### src/rtl/muldiv_unit.sv
// Iterative multiply/divide unit: shift-add multiply, restoring divide, one bit per cycle.
// Define MULDIV_SIGNED_EN to let op[0] select signed operation; otherwise everything is unsigned.
module muldiv_unit #(
    parameter int WIDTH = 32
) (
    input  logic             clk,
    input  logic             reset,
    input  logic             start,
    input  logic [1:0]       op,
    input  logic [WIDTH-1:0] a,
    input  logic [WIDTH-1:0] b,
    input  logic             mthi,
    input  logic             mtlo,
    input  logic [WIDTH-1:0] wdata,
    output logic             busy,
    output logic             done,
    output logic [WIDTH-1:0] hi,
    output logic [WIDTH-1:0] lo
);

    localparam int CNT_W = $clog2(WIDTH + 1);
    localparam logic [CNT_W-1:0] CNT_INIT = CNT_W'(WIDTH);
    localparam logic [CNT_W-1:0] CNT_ONE  = CNT_W'(1);

    typedef enum logic [1:0] {IDLE = 2'd0, RUN = 2'd1, FIX = 2'd2} state_t;

    state_t           state_q, state_d;
    logic [CNT_W-1:0] cnt_q, cnt_d;
    logic [WIDTH-1:0] acc_q, acc_d;
    logic [WIDTH-1:0] quo_q, quo_d;
    logic [WIDTH-1:0] bm_q, bm_d;
    logic [WIDTH-1:0] hi_q, hi_d;
    logic [WIDTH-1:0] lo_q, lo_d;
    logic             is_div_q, is_div_d;
    logic             done_q, done_d;

    logic             accept;
    logic [WIDTH-1:0] mag_a, mag_b;
    logic [WIDTH-1:0] fix_hi, fix_lo;
    logic [WIDTH:0]   mul_sum;
    logic [WIDTH:0]   div_shift;
    logic             div_ge;
    logic [WIDTH-1:0] div_diff;

    assign accept = (state_q == IDLE) && start;

    // Multiply step: {acc, quo} shifts right, adding the multiplicand when the low bit is set.
    assign mul_sum   = {1'b0, acc_q} + {1'b0, (quo_q[0] ? bm_q : '0)};
    // Divide step: remainder shifts in the next dividend bit and keeps the difference if non-negative.
    assign div_shift = {acc_q, quo_q[WIDTH-1]};
    assign div_ge    = (div_shift >= {1'b0, bm_q});
    assign div_diff  = div_shift[WIDTH-1:0] - bm_q;

`ifdef MULDIV_SIGNED_EN
    logic sgn_a, sgn_b;
    logic neg_q, sa_q;

    assign sgn_a = op[0] & a[WIDTH-1];
    assign sgn_b = op[0] & b[WIDTH-1];
    assign mag_a = sgn_a ? (~a + 1'b1) : a;
    assign mag_b = sgn_b ? (~b + 1'b1) : b;

    always_ff @(posedge clk or posedge reset) begin
        if (reset) begin
            neg_q <= 1'b0;
            sa_q  <= 1'b0;
        end else if (accept) begin
            neg_q <= sgn_a ^ sgn_b;
            sa_q  <= sgn_a;
        end
    end

    // Remainder follows the dividend sign; a zero divisor always yields an all-ones quotient.
    always_comb begin
        fix_hi = acc_q;
        fix_lo = quo_q;
        if (!is_div_q) begin
            if (neg_q) {fix_hi, fix_lo} = ~{acc_q, quo_q} + 1'b1;
        end else begin
            if (sa_q) fix_hi = ~acc_q + 1'b1;
            if (bm_q == '0) fix_lo = '1;
            else if (neg_q) fix_lo = ~quo_q + 1'b1;
        end
    end
`else
    logic unused_op0;

    assign unused_op0 = op[0];
    assign mag_a      = a;
    assign mag_b      = b;
    assign fix_hi     = acc_q;
    assign fix_lo     = quo_q;
`endif

    always_comb begin
        state_d  = state_q;
        cnt_d    = cnt_q;
        acc_d    = acc_q;
        quo_d    = quo_q;
        bm_d     = bm_q;
        is_div_d = is_div_q;
        hi_d     = hi_q;
        lo_d     = lo_q;
        done_d   = 1'b0;
        case (state_q)
            IDLE: begin
                if (start) begin
                    state_d  = RUN;
                    cnt_d    = CNT_INIT;
                    acc_d    = '0;
                    is_div_d = op[1];
                    quo_d    = op[1] ? mag_a : mag_b;
                    bm_d     = op[1] ? mag_b : mag_a;
                end else begin
                    if (mthi) hi_d = wdata;
                    if (mtlo) lo_d = wdata;
                end
            end
            RUN: begin
                if (is_div_q) begin
                    acc_d = div_ge ? div_diff : div_shift[WIDTH-1:0];
                    quo_d = {quo_q[WIDTH-2:0], div_ge};
                end else begin
                    acc_d = mul_sum[WIDTH:1];
                    quo_d = {mul_sum[0], quo_q[WIDTH-1:1]};
                end
                cnt_d = cnt_q - CNT_ONE;
                if (cnt_q == CNT_ONE) state_d = FIX;
            end
            FIX: begin
                hi_d    = fix_hi;
                lo_d    = fix_lo;
                done_d  = 1'b1;
                state_d = IDLE;
            end
            default: state_d = IDLE;
        endcase
    end

    always_ff @(posedge clk or posedge reset) begin
        if (reset) begin
            state_q  <= IDLE;
            cnt_q    <= '0;
            acc_q    <= '0;
            quo_q    <= '0;
            bm_q     <= '0;
            is_div_q <= 1'b0;
            hi_q     <= '0;
            lo_q     <= '0;
            done_q   <= 1'b0;
        end else begin
            state_q  <= state_d;
            cnt_q    <= cnt_d;
            acc_q    <= acc_d;
            quo_q    <= quo_d;
            bm_q     <= bm_d;
            is_div_q <= is_div_d;
            hi_q     <= hi_d;
            lo_q     <= lo_d;
            done_q   <= done_d;
        end
    end

    assign busy = (state_q != IDLE);
    assign done = done_q;
    assign hi   = hi_q;
    assign lo   = lo_q;

endmodule

### config.mk
export PLATFORM = sky130hd
export DESIGN_NAME = muldiv_unit
export DESIGN_NICKNAME = d
export VERILOG_FILES = /design/src/rtl/muldiv_unit.sv
export SDC_FILE = /design/constraint.sdc
export NUM_CORES = 1
export LEC_CHECK = 0
export ABC_AREA = 1
export CELL_PAD_IN_SITES_DETAIL_PLACEMENT = 1
export CELL_PAD_IN_SITES_GLOBAL_PLACEMENT = 2
export CORE_MARGIN = 2
export CORE_UTILIZATION = 34
export CTS_BUF_LIST = sky130_fd_sc_hd__clkbuf_4 sky130_fd_sc_hd__clkbuf_8
export DETAILED_ROUTE_END_ITERATION = 16
export PLACE_DENSITY_LB_ADDON = 0.1
export REMOVE_ABC_BUFFERS = 1
export SYNTH_ARGS = -nofsm -noshare
export SYNTH_HDL_FRONTEND = slang
export SYNTH_SLANG_ARGS = --single-unit
### constraint.sdc
create_clock -name clk -period 14.1 [get_ports clk]
set_input_delay 4.23 -clock clk [delete_from_list [all_inputs] [get_ports clk]]
set_output_delay 4.23 -clock clk [all_outputs]
set_load 0.02 [all_outputs]
# Yosys cells after proc, flatten, opt, wreduce, memory -nomap -nowiden
# Cells that the tools add are included.
totals:
  register_bits: 170
  inputBits: 103
  output_inout_bits: 66
  wordCells: 52
op_classes:
  n_addsub: 3
  n_lt_le_gt_ge: 1
  n_eq_ne: 8
  mux: 22
  reduce_logical: 9
ops:
  columns: ["op", "n"]
  rows:
  - ["two-way mux 32 bit", 12]
  - ["one-hot mux 32 bit (2 select lines)", 4]
  - ["adder 32 x 32 -> 33 bit", 1]
  - ["greater-or-equal comparator 33 x 32 -> 1 bit", 1]
  - ["subtractor 32 bit", 1]
  - ["one-hot mux 6 bit (2 select lines)", 1]
  - ["!= test 2 bit (second input constant)", 5]
  - ["== test 6 x 1 -> 1 bit (second input constant)", 1]
  - ["two-way mux 6 bit", 1]
  - ["AND reduction 2 bit", 3]
  - ["AND reduction 3 bit", 2]
  - ["nonzero test 2 bit", 3]
  - ["subtractor 6 x 1 -> 6 bit (second input constant)", 1]
  - ["two-way mux 2 bit", 2]
  - ["one-hot mux 2 bit (2 select lines)", 1]
  - ["== test 2 x 1 -> 1 bit (second input constant)", 1]
  - ["== test 2 bit (second input constant)", 1]
  - ["logical NOT 2 bit", 1]
  - ["two-way mux 1 bit", 1]

# Logic depth before layout (Yosys ltp)
# Gate-level depths: netlist of run 1.
depth:
  word_depth: 4
  ltp_mapped: 20
  ltp_nobuf: 18

# Worst setup path after synthesis of run 1
# No wires, ideal clock.
synth_timing:
  kind: "input -> register"
  from: "input op[1]"
  to: "register quo_q[10], in the netlist fix_lo[10]"
  setup_ps: 142
  t_arrival_ps: 5215
  t_required_ps: 13958
  slack_ps: 8742
  path_stages: 4
  n_path_buf: 2
  cell_sequence: "buf_2 > buf_1 > mux2i_1 > o221ai_1"
synth_between:
  elab_chain_len: 3
synth_rtl:
  columns: ["element", "line_no", "text"]
  rows:
  - ["start: declaration", "9", "input logic [1:0] op,"]
  - ["two-way mux 32 bit", "112", "quo_d = op[1] ? mag_a : mag_b;"]
  - ["two-way mux 32 bit", "107", "if (start) begin"]
  - ["one-hot mux 32 bit (2 select lines)", "105", "case (state_q)"]
  - ["end signal: assignment", "155", "quo_q <= quo_d;"]
  - ["end: declaration", "30", "logic [WIDTH-1:0] quo_q, quo_d;"]
# No other way between the ends. The select of a mux whose other input is x is not followed.
# A chain may end at the register's enable or synchronous reset.

# Worst setup path after layout of run 1
layout_timing:
  from: "input start"
  to: "register quo_q[30], in the netlist fix_lo[30]"
layout_between:
  elab_chain_len: 2
layout_rtl:
  columns: ["element", "line_no", "text"]
  rows:
  - ["start: declaration", "8", "input logic start,"]
  - ["!= test 2 bit (no line)", null, null]
  - ["AND reduction 2 bit (no line)", null, null]
# No other way between the ends.

==> metrics.txt, run 1 <==
Starting Density=0.344; clk buf depth=2; Syn Std Cell Area=0.0141 mm^2; Gate Count Post-Synth=2257; minimum period implied by the final worst setup slack=about 6.4 ns; row count=74; # H-tree levels=4; via count=about 15000; crit start category=input pin; Hold Buf Count CTS=0; area growth from synthesis to layout=17.9%; Pleak=slightly above 9 nW; # port buffers=roughly 170; nets=2551; most frequent cells in the layout=nand2_1 (820), inv_1 (391), nor2_1 (185), dfrtp_1 (170), clkdlybuf4s50_1 (166); pwr dens=170 mW/mm^2; IO Pins=169; number of global-route vias before repair=15100; Post-DP Area=0.0162 mm^2; path type of the worst min-delay path=reg -> reg; Clock Sinks=170; Avg Vias per Cell=5.05; Synth cell types=45; GPL Wtd Cong=0.924; relative slew slack=0.186; DR DRC count=0; commonest non-fill, non-tap cell in the layout=nand2_1; fin crit share=0.454; critical path class=in -> reg; global-route wire length before repair=about 87000 um; grt met1 use=0.374; share of layout cells above drive strength 1=0.0364; Core Area=0.0408 mm^2; Crit path arrival time=between 6 and 7 ns; HPWL Detailed=~43000 um; part of the power in registers=0.255; gr usage total=0.258; Final Slew Violations=0; GRT Max-Usage Layer=met2; Sw Share=0.538; Pre-antenna DRT Iters=5; CTS tree=built; chip width=slightly above 200 um; wire length per cell=~19 um; worst-path fanout max=70; grt met2 use=0.409; Synth area leaders=dfrtp_1 (30%), nand2_1 (22%), inv_1 (10%); Slew @ Worst Pin=roughly 1.2 ns; Root Buffer=clkbuf_8; CTS resizes=0; fin area=between 0.015 and 0.02 mm^2; power share of the clock group=0.124; largest net degree at the start of global routing=around 110; diode count=0; final hold violations=0; maximum vdd drop=69.5 uV; P_sw=approximately 1.5 mW; initial antenna violation count=0; grt met3 use=0.0336; Iter 0 DRT Violations=between 700 and 800; Num CTS Buffers=17; Mean Syn Cell Area=between 6 and 7 um^2; Fmax achieved=about 0.16 GHz; largest area contributor in the netlist=dfrtp_1; setup TNS=0 ns; Crit path required time=~14 ns; die height=about 210 um; Gate power share=0.621; FF+latch count, synth=170; synth warn=0; clk_lat worst skew=0.52 ns; crit end category=flip-flop; max cap viols=0; final WL=about 55000 um; Finish-stage setup viols=0; final setup skew=about 0.016 ns; die area=0.0430 mm^2; P_int=1.30 mW; Post-CTS Setup Bufs=0; Synth top area share=0.303; sequential area share after synthesis=0.303; Post-DRT Antenna Nets=0; RSZ-0062 raised after global routing=false; status=finished clean; grt total ovfl=0; clock slew seen by the registers of the worst setup and hold paths=around 0.09 ns
-- synth_stat cells (all sizes together) --
cell type,instances
a21o,1
nor4,3
o21ai,59
fa,2
xnor2,7
o21bai,5
o221ai,29
dfrtp,170
nand4,25
and3,1
ha,66
a31oi,34
inv,396
clkinv,5
nor3,9
o22ai,2
buf,21
nand3,151
mux2i,30
xor2,5
nand3b,12
a21oi,78
or2,4
nand2,829
o311ai,1
a22oi,45
o211ai,3
nor2,197
and2,9
clkbuf,58
-- worst max-delay path: stages --
cell	delay, ns
clkdlybuf4s50_1	0.46
inv_1	0.08
nor2_4	0.10
buf_4	0.57
nor2_2	0.04
buf_4	0.29
inv_1	0.39
buf_4	0.39
o221ai_1	0.16
-- cell type report --
type	instances	area [um^2]
inverter	401	1520
timing repair buffer	183	1790
tap	532	666
sequential	170	4250
clock inverter	5	36.3
clock buffer	27	334
multi-input combinational	1607	7980
fill	5455	24300
-- sequential cells by signal (all words and copies together) (netlist names) --
signal / flops
lo: 32
acc_q: 32
cnt_q: 6
hi: 32
fix_lo: 32
done: 1
state_q: 2
is_div_q: 1
bm_q: 32
-- cells by family after synthesis --
| group | count (synthesis) | synth area share |
|---|---|---|
| fa+ha+maj | 68 | 0.0616 |
| simple gates | 1240 | 0.362 |
| xor+xnor | 12 | 0.00748 |
| mux | 30 | 0.0214 |
| buf+inv | 480 | 0.132 |
| flops | 170 | 0.303 |
| compound gates | 257 | 0.113 |
-- path summary, 6_finish.rpt --
check / start / to / slack (ns) / depth (start not counted)
min in group asynchronous: reset / hi[7]$_DFFE_PP0P_ / 4.27 / 2
worst max-delay path: start / fix_lo[30]$_DFFE_PP0P_ / 7.70 / 9
max in group asynchronous: reset / acc_q[26]$_DFFE_PP0P_ / 8.46 / 3
worst max register to register: acc_q[9]$_DFFE_PP0P_ / acc_q[19]$_DFFE_PP0P_ / 10.98 / 13
worst min register to register: lo[8]$_DFFE_PP0P_ / lo[8]$_DFFE_PP0P_ / 0.49 / 2
worst min-delay path: lo[8]$_DFFE_PP0P_ / lo[8]$_DFFE_PP0P_ / 0.49 / 2
-- power by group through the flow --
stage | registers (mW) | clock network (mW) | logic [mW]
2_1_floorplan | 0.650 | 0 | 1.23
3_3_place_gp | 0.724 | 0 | 1.70
3_5_place_dp | 0.724 | 0 | 1.74
4_1_cts | 0.715 | 0.359 | 1.75
5_1_grt | 0.730 | 0.373 | 1.99
6_report | 0.718 | 0.348 | 1.75
-- stage by stage --
stage,utilization,power [mW],setup WS (ns),std cells,hold slack (ns)
finish,0.406,2.81,7.70,2925,0.488
global placement,0.397,2.42,7.21,2893,0.463
CTS,0.406,2.82,7.72,2925,0.494
global route,0.406,3.10,7.50,2925,0.516
floorplan,-,1.88,5.27,2178,0.453
detailed placement,0.397,2.46,7.15,2893,0.469
-- layer usage --
layer | vias to the layer above | share of wire
met5 | - | 0
met4 | 0 | 0.013
met3 | 34 | 0.039
met2 | 233 | 0.45
met1 | 7196 | 0.50
li1 | 7319 | -
Power figures use the tool's default switching activity.
==> inputs of run 2 (changes only) <==
CORE_UTILIZATION = 28   (was 34)
clock period = 5.6 ns   (was 14.1 ns; I/O delays follow)
==> run 2 against run 1 <==
Against the previous run:
- worst hold slack worse by 0.0016 ns
- routed wire length up 4.4%
- register-to-register slack worse by 8.5 ns
- highest routed layer unchanged
- largest cell class unchanged
- cell area up 1.2%
- clock skew up 0.0013 ns
- critical endpoint is now busy
- non-clock buffer count up 1
- first-iteration DRC count down 13%
- core utilization down 7.0 points
- critical path type is now reg -> out
==> metrics.txt, run 2 (same netlist as run 1, synthesis figures left out) <==
setup TNS=0 ns (unchanged); fin crit share=0.630; crit end category=primary output (was flip-flop); relative slew slack=0.242 (was 0.186); register area=0.00425 mm^2 (unchanged); Fmax achieved=about 0.28 GHz; clk buf depth=2 (unchanged); Core Area=0.0499 mm^2 (was 0.0408 mm^2); utilization after layout=0.336 (was 0.406); path type of the worst min-delay path=reg -> reg (unchanged); # H-tree levels=4 (unchanged); maximum vdd drop=155 uV (was 69.5 uV); row count=82 (was 74); pwr dens=425 mW/mm^2 (was 170 mW/mm^2); chip width=228 um (was 207 um); Starting Density=0.282 (was 0.344); clock slew seen by the registers of the worst setup and hold paths=0.10 ns (was 0.09 ns); status=finished clean (unchanged); Clock Sinks=170 (unchanged); Avg Vias per Cell=4.78 (was 5.05); grt met1 use=0.320 (was 0.374); Slew @ Worst Pin=1.13 ns (was 1.22 ns); Final Slew Violations=0 (unchanged); RSZ-0062 raised after global routing=false (unchanged); Post-CTS Setup Bufs=0 (unchanged); Largest stage delay, worst path=0.55 ns (was 0.57 ns); HPWL Detailed=45400 um (was 43400 um); final hold violations=0 (unchanged); worst-path fanout max=3 (was 70); number of global-route vias before repair=15300 (was 15100); Crit path required time=3.92 ns (was 14.48 ns); most frequent cells in the layout=nand2_1 (820), inv_1 (391), nor2_1 (185), dfrtp_1 (170), clkdlybuf4s50_1 (166) (unchanged); Pre-antenna DRT Iters=5 (unchanged); critical path class=reg -> out (was in -> reg); largest net degree at the start of global routing=116 (was 111); nets=2552 (was 2551); max cap viols=0 (unchanged); Root Buffer=clkbuf_8 (unchanged); Iter 0 DRT Violations=649 (was 744); via count=14700 (was 14800); commonest non-fill, non-tap cell in the layout=nand2_1 (unchanged); GPL Wtd Cong=0.878 (was 0.924); wire length per cell=18.7 um (was 18.8 um); Num CTS Buffers=17 (unchanged); DR DRC count=0 (unchanged); initial antenna violation count=1 (was 0); share of layout cells above drive strength 1=0.0360 (was 0.0364); critical path cell sequence=nor2_1 > inv_1 > clkdlybuf4s50_1 (was clkdlybuf4s50_1 > inv_1 > nor2_4 > buf_4 > nor2_2 > buf_4 > inv_1 > buf_4 > o221ai_1); grt met2 use=0.363 (was 0.409); Hold Buf Count CTS=0 (unchanged); Pleak=9.06 nW (about the same); area growth from synthesis to layout=19.3% (was 17.9%); CTS resizes=0 (unchanged); grt total ovfl=0 (unchanged); grt met3 use=0.0281 (was 0.0336); die height=228 um (was 207 um); # port buffers=167 (unchanged); final setup skew=0.0175 ns (was 0.0162 ns); fill count=6509 (was 5455); global-route wire length before repair=89500 um (was 86900 um); multi-input logic area=0.00798 mm^2 (unchanged); gr usage total=0.224 (was 0.258); final WL=57400 um (was 55000 um); clk_lat worst skew=0.58 ns (was 0.52 ns); IO Pins=169 (unchanged); Post-DRT Antenna Nets=0 (unchanged); GRT Max-Usage Layer=met2 (unchanged); die area=0.0520 mm^2 (was 0.0430 mm^2); Crit path arrival time=1.85 ns (was 6.78 ns); CTS tree=built (unchanged); Finish-stage setup viols=0 (unchanged); Critical-path top delay cell=clkdlybuf4s50_1 (was buf_4); crit start category=flip-flop (was input pin); minimum period implied by the final worst setup slack=3.53 ns
[run 2: changes by cell type in the layout (fill, tap and decap cells not counted), sizes merged]
cell,before,now
buf,17,18
bufinv,0,1
clkbuf,27,20
clkinv,6,8
diode,0,2
inv,397,399
[run 2: worst paths after layout]
path                                         from  cells past startpoint  slack, ns               endpoint
max                        state_q[1]$_DFFE_PP0P_                      3       2.07                   busy
min                            lo[28]$_DFFE_PP0P_                      2       0.49     lo[28]$_DFFE_PP0P_
max reg2reg                 acc_q[27]$_DFFE_PP0P_                     11       2.46  acc_q[19]$_DFFE_PP0P_
min reg2reg                    lo[28]$_DFFE_PP0P_                      2       0.49     lo[28]$_DFFE_PP0P_
max in group asynchronous                   reset                      3       3.10  acc_q[22]$_DFFE_PP0P_
min in group asynchronous                   reset                      2       1.64      lo[6]$_DFFE_PP0P_
[run 2: through the flow]
| stage | area (um^2) | worst slack, ns | std cells | total power, mW | hold WS [ns] |
|---|---|---|---|---|---|
| 6_report | 16800 | 2.07 | 3066 | 7.13 | 0.487 |
| 5_1_grt | 16800 | 1.94 | 3065 | 7.91 | 0.512 |
| 4_1_cts | 16800 | 2.03 | 3064 | 7.20 | 0.493 |
| 3_5_place_dp | 16400 | 1.71 | 3034 | 6.27 | 0.465 |
| 3_3_place_gp | 16400 | 1.72 | 3034 | 6.18 | 0.466 |
| 2_1_floorplan | 13700 | -0.683 | 2178 | 4.73 | 0.453 |
[run 2: routing by layer]
metal  vias up  wire, um
met5         -         0
met4         0       676
met3        33      1520
met2       174     25800
met1      7119     29500
li1       7328         -
[run 2: worst max-delay path: cells and delay by family, from the launching register on]
kind / cells / cell delay, ns
simple gates: 1 / 0.19
flops: 1 / 0.41
buf+inv: 2 / 0.67
[run 2: cell type report]
| cell class | count | area share |
|---|---|---|
| antenna | 2 | 0.000298 |
| timing repair buffer | 184 | 0.108 |
| clock buffer | 20 | 0.0164 |
| inverter | 401 | 0.0905 |
| sequential | 170 | 0.254 |
| tap | 672 | 0.0501 |
| clock inverter | 10 | 0.00559 |
| multi-input combinational | 1607 | 0.476 |
[run 2: power by group]
group          internal, mW  switching [mW]  total [mW]
combinational          1.47            2.96        4.42
sequential             1.42           0.380        1.80
clock                 0.382           0.528       0.910
total                  3.27            3.86        7.13
==> inputs of run 3 (changes only) <==
clock period = 2.8 ns   (was 5.6 ns; I/O delays follow)
==> run 3 against run 2 <==
Against the previous run:
- die area is the same
- critical path depth unchanged
- global-route usage down 0.37 points
- final cell count rose by 2.2%
- critical endpoint unchanged
- highest routed layer unchanged
==> metrics.txt, run 3 (same netlist as run 1, synthesis figures left out) <==
status=finished clean (unchanged); Slew @ Worst Pin=1.10 ns (was 1.13 ns); Crit path arrival time=1.81 ns (was 1.85 ns); Fmax achieved=0.378 GHz; final WL=56700 um (was 57400 um); hold depth=2 (unchanged); area growth from synthesis to layout=24.1% (was 19.3%); HPWL Detailed=46700 um (was 45400 um); Final Slew Violations=0 (unchanged); maximum vdd drop=365 uV (was 155 uV); fin crit share=0.945; crit start category=flip-flop (unchanged); wire length per cell=18.1 um (was 18.7 um); setup TNS=0 ns (unchanged); P_int=7.10 mW (was 3.27 mW); multi-input logic area=0.00802 mm^2 (was 0.00798 mm^2); part of the power in registers=0.212 (was 0.252); register area=0.00425 mm^2 (unchanged); Hold Buf Count CTS=0 (unchanged); # port buffers=167 (unchanged); total chip power=15.0 mW (was 7.13 mW); P_sw=7.90 mW (was 3.86 mW); clk buf depth=2 (unchanged); Finish-stage setup viols=0 (unchanged); IO Pins=169 (unchanged); global-route wire length before repair=89100 um (was 89500 um); Sw Share=0.527 (was 0.542); number of global-route vias before repair=15400 (was 15300); final setup skew=0.0202 ns (was 0.0175 ns); via count=14900 (was 14700); Core Area=0.0499 mm^2 (unchanged); GPL Wtd Cong=0.880 (was 0.878); final hold violations=0 (unchanged); max cap viols=0 (unchanged); chip width=228 um (unchanged); Post-DRT Antenna Nets=0 (unchanged); clk_lat worst skew=0.52 ns (was 0.58 ns); Avg Vias per Cell=4.77 (was 4.78); Clock Sinks=170 (unchanged); pwr dens=860 mW/mm^2 (was 425 mW/mm^2); Metal-1 WL=28900 um (was 29500 um); most frequent cells in the layout=nand2_1 (818), inv_1 (390), nor2_1 (181), dfrtp_1 (170), clkdlybuf4s50_1 (166) (was nand2_1 (820), inv_1 (391), nor2_1 (185), dfrtp_1 (170), clkdlybuf4s50_1 (166)); die height=228 um (unchanged); r2r worst-path depth=16 (was 11); share of layout cells above drive strength 1=0.0679 (was 0.0360); path type of the worst min-delay path=reg -> reg (unchanged); initial antenna violation count=0 (was 1); critical path startpoint=state_q[1]$_DFFE_PP0P_ (unchanged); nets=2618 (was 2552); minimum period implied by the final worst setup slack=about 2.6 ns; # H-tree levels=4 (unchanged); met3 WL=1910 um (was 1520 um); Gate power share=0.667 (was 0.620); die area=0.0520 mm^2 (unchanged); DR DRC count=0 (unchanged); Root Buffer=clkbuf_8 (unchanged); gr usage total=0.221 (was 0.224); CTS tree=built (unchanged); min-delay src=lo[28]$_DFFE_PP0P_ (unchanged); fill count=6507 (was 6509); Worst Slack Setup Final=0.153 ns (was 2.07 ns); Iter 0 DRT Violations=746 (was 649); RSZ-0062 raised after global routing=false (unchanged); Pleak=9.45 nW (was 9.06 nW); worst-path fanout max=3 (unchanged); Crit path required time=1.96 ns (was 3.92 ns); largest net degree at the start of global routing=68 (was 116); power share of the clock group=0.120 (was 0.128); row count=82 (unchanged); FF-to-FF Start=fix_lo[31]$_DFFE_PP0P_ (was acc_q[27]$_DFFE_PP0P_); max layer used=met4 (unchanged); crit end category=primary output (unchanged); commonest non-fill, non-tap cell in the layout=nand2_1 (unchanged); relative slew slack=0.267 (was 0.242); WL met2=24900 um (was 25800 um); critical path class=reg -> out (unchanged); Num CTS Buffers=17 (unchanged); Pre-antenna DRT Iters=5 (unchanged); grt total ovfl=0 (unchanged); diode count=0 (was 2); pre-CTS setup slack=0.104 ns (was 1.71 ns); clock slew seen by the registers of the worst setup and hold paths=0.09 ns (was 0.10 ns); Starting Density=0.282 (unchanged)
-- run 3: cell count changes in the layout (fill, tap and decap cells not counted), sizes merged --
cell	previous run	this run
buf	18	84
clkbuf	20	22
diode	2	0
clkinvlp	3	2
clkinv	8	9
-- run 3: path summary, 6_finish.rpt --
kind	to	slack, ns
worst max-delay path	busy	0.15
worst min-delay path	lo[28]$_DFFE_PP0P_	0.49
worst max register to register	acc_q[24]$_DFFE_PP0P_	0.18
worst min register to register	lo[28]$_DFFE_PP0P_	0.49
max in group asynchronous	acc_q[31]$_DFFE_PP0P_	1.44
min in group asynchronous	bm_q[6]$_DFFE_PP0P_	0.73
-- run 3: repair_timing --
action / 4_1_cts / 5_1_grt
gates resized for setup: 0 / 13
setup buffers: 0 / 0
endpoints found under the setup margin: 0 / 11
-- run 3: layout make-up --
cell class                 instances  area share
timing repair buffer             250       0.139
inverter                         401      0.0870
sequential                       170       0.244
tap                              672      0.0482
multi-input combinational       1607       0.460
clock inverter                    10     0.00524
clock buffer                      22      0.0166
-- run 3: power by group through the flow --
stage | Sequential, mW | Combinational [mW] | Clock (mW)
after floorplan | 3.28 | 6.18 | 0
after global placement | 3.22 | 9.81 | 0
after detailed placement | 3.23 | 9.97 | 0
after CTS | 3.18 | 10.0 | 1.90
after global routing | 3.24 | 11.4 | 1.97
final | 3.18 | 10.0 | 1.81
-- run 3: worst max-delay path, cell delays in order, from the launching register on --
cell and delay [ns]:
dfrtp_1 0.41, nor2_1 0.20, inv_1 0.12, clkdlybuf4s50_1 0.56
-- run 3: per-layer routing --
layer	vias to the layer above	global-route usage
li1	7445	-
met1	7259	0.317
met2	192	0.353
met3	38	0.0254
met4	0	0.0535
met5	-	0
-- run 3: per-stage QoR --
stage | area, um^2 | utilization | cells | hold WS [ns]
6_report | 17400 | 0.350 | 3132 | 0.489
5_1_grt | 17400 | 0.350 | 3132 | 0.515
4_1_cts | 17400 | 0.349 | 3132 | 0.492
3_5_place_dp | 17000 | 0.341 | 3100 | 0.464
3_3_place_gp | 17000 | 0.341 | 3100 | 0.466
2_1_floorplan | 13700 | - | 2178 | 0.453
